`config.mk`:
```
export PLATFORM = sky130hd
export DESIGN_NAME = instr_prefetch
export DESIGN_NICKNAME = d
export VERILOG_FILES = /design/src/rtl/instr_prefetch.sv
export SDC_FILE = /design/constraint.sdc
export NUM_CORES = 1
export LEC_CHECK = 0
export BUFFER_PORTS_ARGS = -buffer_cell sky130_fd_sc_hd__buf_2
export CORE_MARGIN = 4
export CORE_UTILIZATION = 35
export CTS_BUF_LIST = sky130_fd_sc_hd__clkbuf_16
export CTS_CLUSTER_SIZE = 10
export DETAILED_ROUTE_END_ITERATION = 7
export GPL_TIMING_DRIVEN = 0
export MAX_ROUTING_LAYER = met4
export SYNTH_ARGS = -nofsm -noshare
export SYNTH_HDL_FRONTEND = slang
export SYNTH_SLANG_ARGS = --single-unit
export TNS_END_PERCENT = 30
```
`constraint.sdc`:
```
create_clock -name clk -period 3.1 [get_ports clk]
set_input_delay 0.62 -clock clk [delete_from_list [all_inputs] [get_ports clk]]
set_output_delay 0.62 -clock clk [all_outputs]
set_load 0.01 [all_outputs]
```
`src/rtl/instr_prefetch.sv`:
```
// Instruction prefetch queue: streams sequential ROM words into a small FIFO
// tagged with their byte PC, hands them to fetch and redirects on flush.
module instr_prefetch #(
  parameter int DEPTH      = 4,
  parameter int ADDR_WIDTH = 8,
  parameter int DATA_WIDTH = 32
) (
  input  logic                  clk,
  input  logic                  rst,
  output logic [ADDR_WIDTH-1:0] rom_address,
  input  logic [DATA_WIDTH-1:0] rom_data,
  input  logic                  flush,
  input  logic [31:0]           flush_target,
  input  logic                  instr_ready,
  output logic                  instr_valid,
  output logic [DATA_WIDTH-1:0] instr,
  output logic [31:0]           pc
);

  localparam int PTR_W = $clog2(DEPTH);
  localparam int CNT_W = PTR_W + 1;
  localparam logic [CNT_W-1:0] DEPTH_C = CNT_W'(DEPTH);

  logic [31:0]           fetch_pc_r;
  logic [31:0]           req_pc_r;
  logic                  inflight_r;
  logic [CNT_W-1:0]      count_r;
  logic [PTR_W-1:0]      rd_ptr_r;
  logic [PTR_W-1:0]      wr_ptr_r;
  logic [DATA_WIDTH-1:0] fifo_instr_r [DEPTH];
  logic [31:0]           fifo_pc_r [DEPTH];

  logic                  issue_s;
  logic                  push_s;
  logic                  pop_s;
  logic [CNT_W-1:0]      occupancy_s;

  // The ROM samples the live fetch address, so its data next cycle belongs to req_pc_r.
  assign rom_address = fetch_pc_r[ADDR_WIDTH+1:2];
  assign instr_valid = (count_r != {CNT_W{1'b0}});

  // Handshake decode; flush suppresses issue, push and pop alike
  always_comb begin
    occupancy_s = count_r + CNT_W'(inflight_r);
    issue_s     = 1'b0;
    push_s      = 1'b0;
    pop_s       = 1'b0;
    if (flush) begin
      issue_s = 1'b0;
      push_s  = 1'b0;
      pop_s   = 1'b0;
    end else begin
      issue_s = (occupancy_s < DEPTH_C);
      push_s  = inflight_r;
      pop_s   = instr_valid & instr_ready;
    end
  end

  // Fetch address and the single outstanding ROM request
  always_ff @(posedge clk or negedge rst) begin
    if (!rst) begin
      fetch_pc_r <= 32'h0000_0000;
      req_pc_r   <= 32'h0000_0000;
      inflight_r <= 1'b0;
    end else if (flush) begin
      fetch_pc_r <= flush_target & 32'hFFFF_FFFC;
      inflight_r <= 1'b0;
    end else begin
      inflight_r <= issue_s;
      if (issue_s) begin
        req_pc_r   <= fetch_pc_r;
        fetch_pc_r <= fetch_pc_r + 32'd4;
      end
    end
  end

  // FIFO occupancy and pointers
  always_ff @(posedge clk or negedge rst) begin
    if (!rst) begin
      count_r  <= {CNT_W{1'b0}};
      rd_ptr_r <= {PTR_W{1'b0}};
      wr_ptr_r <= {PTR_W{1'b0}};
    end else if (flush) begin
      count_r  <= {CNT_W{1'b0}};
      rd_ptr_r <= {PTR_W{1'b0}};
      wr_ptr_r <= {PTR_W{1'b0}};
    end else begin
      if (push_s) wr_ptr_r <= wr_ptr_r + PTR_W'(1);
      if (pop_s)  rd_ptr_r <= rd_ptr_r + PTR_W'(1);
      case ({push_s, pop_s})
        2'b10:   count_r <= count_r + CNT_W'(1);
        2'b01:   count_r <= count_r - CNT_W'(1);
        default: count_r <= count_r;
      endcase
    end
  end

  // FIFO storage: instruction word with its byte PC
  always_ff @(posedge clk or negedge rst) begin
    if (!rst) begin
      for (int i = 0; i < DEPTH; i++) begin
        fifo_instr_r[i] <= {DATA_WIDTH{1'b0}};
        fifo_pc_r[i]    <= 32'h0000_0000;
      end
    end else if (push_s) begin
      fifo_instr_r[wr_ptr_r] <= rom_data;
      fifo_pc_r[wr_ptr_r]    <= req_pc_r;
    end
  end

  // Head presentation, forced to zero when empty
  always_comb begin
    if (instr_valid) begin
      instr = fifo_instr_r[rd_ptr_r];
      pc    = fifo_pc_r[rd_ptr_r];
    end else begin
      instr = {DATA_WIDTH{1'b0}};
      pc    = 32'h0000_0000;
    end
  end

endmodule

```
==> flow_metrics.tcl <==
set metrics [dict create \
    antenna_found_initial 0 \
    cts_tree "done" \
    clkTransAtPathRegs_ns 0.05 \
    wl_um 33400 \
    crit_path_end_kind "primary output" \
    slowest_delay_ns 0.53 \
    syn_area_sq_um 14600 \
    comb_power_share_pct 34.8 \
    dp_slack_ns -0.203 \
    crit_arrival_ns 2.36 \
    critPathMaxFanout 10 \
    grt_pass1_vias 9104 \
    crit_required_ns 2.48 \
    synth_most_common_cell "dfrtp_1" \
    cts.sinks 316 \
    gp_congestion 0.800 \
    p_leak_nw 7.64 \
    fin_skew_ns 0.0210 \
    die_w_um 212 \
    syn2layout_area_growth_pct 17.6 \
    worstPathCellList "buf_2 -> buf_4 -> mux4_2 -> and2_1 -> buf_2" \
    grt_max_degree 119 \
    n_antenna_cell 0 \
    min_path_type "input port to asynchronous set/reset pin" \
    num_rows 74 \
    async_flop_share_pct 100 \
    die_area_sq_um 44900 \
    hold_viol_final 0 \
    worstSetupPathType "register to primary output" \
    design.core.area_sq_um 41000 \
    drc 0 \
    cts_root_buf "clkbuf_16" \
    synth_flop_cell "dfrtp_1" \
    worst_slack_ns 0.122 \
    fmax_mhz 336 \
    grt_pass1_wl_um 53200 \
    drv_cap 0 \
    regArea_sq_um 7910 \
    maxSlewViolCount 0 \
    slew_headroom_pct 57.6 \
    place_area_sq_um 16000 \
    overflow 0 \
    status "complete, no violations" \
    startpoint_type "register" \
    cts_buffers 39 \
    io_pins 141 \
    internal_power_mw 11.7 \
    cts_hold_buffers 0 \
    nNetsFinal 1250 \
    crit_family "buffers and inverters" \
    synth.top_cell.area_share_pct 54.3 \
    nFillCells 3782 \
    p_clk_share_pct 23.9 \
    pwr-share-seq_pct 41.3 \
    crit_top_cell "buf_2" \
    fin_area_sq_um 17100 \
    synthTopCellsByArea "dfrtp_1 54%, mux2_2 22%, mux4_2 9.6%, and2_1 2.8%, xnor2_1 1.4%" \
    numPortBuffers 135 \
    clock_latency_ns 0.52 \
    chipHeight_um 212 \
    hold_ws_ns 0.115 \
    avgSynthCellArea_sq_um 14.6 \
    yosys_register_bits 316 \
    h-tree-depth 2 \
    ant_nets 0 \
    yosys_warnings 0 \
    seq_area_frac_synth_pct 54.3 \
    synth_common_cells "316 x dfrtp_1, 279 x mux2_2, 64 x and2_1" \
    worst-path-buf-inv 3 \
    power_switching_mw 5.14 \
    dp_hpwl_um 22800 \
    min_period_ns 2.98 \
    fin_crit_sh_pct 96.1 \
    multiInputGateArea_sq_um 6240 \
    clock_path_buffers 3 \
    layout-drive-gt1-share_pct 50.2 \
    finalSetupViolations 0 \
    synth.largest_area_cell "dfrtp_1" \
    switching_share_pct 30.5 \
    ys_types 43 \
    synth_edf_count 0 \
    ir_drop_mv 0.461 \
    p_total_mw 16.9 \
    vias_per_cell 5.07 \
    drtIter0Drc 412 \
    rsz0062_at_grt "yes" \
    pwr_density_cell_nw_per_um2 985 \
    num_vias 8710 \
    grt_usage_pct 15.5 \
    first_pass_iters 4 \
    wl_per_cell_um 19.4 \
    worst_pin_slew_ns 0.635 \
    synthCells 997 \
    slowest_stage "mux4_2" \
    start_util_pct 35.5 \
]
==> logic make-up after synthesis <==
| group | count (synthesis) | share of synthesized area [%] |
|---|---|---|
| xor gates and xnor gates | 33 | 1.99 |
| other | 1 | 0.0258 |
| AOI/OAI and AO/OA | 41 | 1.53 |
| and+or+nand+nor | 173 | 7.30 |
| DFF | 316 | 54.3 |
| adders and majority gates | 6 | 0.567 |
| muxes | 345 | 31.5 |
| buffers and inverters | 82 | 2.82 |
==> power groups by stage <==
stage               registers [mW]  clock network [mW]  logic (mW)
CTS                           6.96                4.17        6.04
global route                  7.19                4.34        6.48
floorplan                     6.63                   0        4.35
detailed placement            7.02                   0        6.00
global placement              6.95                   0        5.86
finish                        6.96                4.03        5.87
==> cell usage in the layout, fill, tap and decap left out, types with 4 or more instances in the layout <==
cell type	n
dfrtp_1	316
mux2_2	279
buf_2	166
and2_1	64
mux4_2	62
clkbuf_16	41
nand2_1	38
xnor2_1	23
o21ai_0	18
buf_4	17
clkbuf_1	14
inv_1	13
nand3_1	12
xor2_1	10
nor3_1	9
clkbuf_2	9
nor2_1	9
nand4_1	9
o21ai_1	8
a21oi_1	7
nor4_1	6
ha_1	5
mux2i_1	4
and3_1	4
nor4_4	4
nor4_2	4
==> worst paths after layout <==
check / from / to / slack (ns) / cells past startpoint
max in group asynchronous: rst / fifo_pc_r[48] / 1.55 / 4
worst max-delay path: rd_ptr_r[0] / pc[13] / 0.12 / 5
worst min register to register: fifo_instr_r[37] / fifo_instr_r[37] / 0.50 / 1
min in group clk: flush_target[15] / fetch_pc_r[15] / 0.30 / 3
worst max register to register: count_r[0] / count_r[2] / 0.81 / 8
worst min-delay path: rst / fifo_instr_r[110] / 0.11 / 2
==> per-stage QoR <==
| stage | instances | util, % | TNS [ns] |
|---|---|---|---|
| 2_1_floorplan | 998 | - | 0 |
| 3_3_place_gp | 1665 | 38.8 | -1466.07 |
| 3_5_place_dp | 1668 | 39.0 | -0.203 |
| 4_1_cts | 1720 | 41.7 | 0 |
| 5_1_grt | 1719 | 41.7 | -0.0111 |
| 6_report | 1719 | 41.7 | 0 |
==> metal layers <==
layer	routed length [um]	track usage, %	share of wire [%]
met1	15700	21.6	47
met2	15600	23.9	47
met3	1420	2.67	4.3
met4	645	3.55	1.9
met5	0	-	0
==> timing repair <==
| action | 4_1_cts | 5_1_grt |
|---|---|---|
| setup endpoints to repair | 59 | 35 |
| hold endpoints to repair | 0 | 0 |
| buffers inserted | 0 | 0 |
| resized for setup | 14 | 4 |
==> sequential cells by signal, summed over array words and instances, names as in the netlist <==
signal and cells:
wr_ptr_r 2, fetch_pc_r 30, inflight_r 1, rd_ptr_r 2, count_r 3, req_pc_r 30, fifo_instr_r 128, fifo_pc_r 120
==> layout make-up <==
cell class	count	share of cell area, %
flip-flops and latches	316	46.2
multi-input cells	600	36.5
clock buffers	41	5.99
repair buffers	138	4.49
well taps	532	3.89
plain buffers	74	2.38
clock inverters	11	0.439
inverters	7	0.153
==> worst reg2reg max path, stage by stage (launching register included) <==
cell,delay (ns)
dfrtp_1,0.44
or3_1,0.41
nand2_1,0.19
nor3_1,0.09
fa_1,0.39
or2_2,0.30
mux2i_1,0.16
xnor2_1,0.13
nor2_1,0.05
Power figures use the tool's default switching activity.
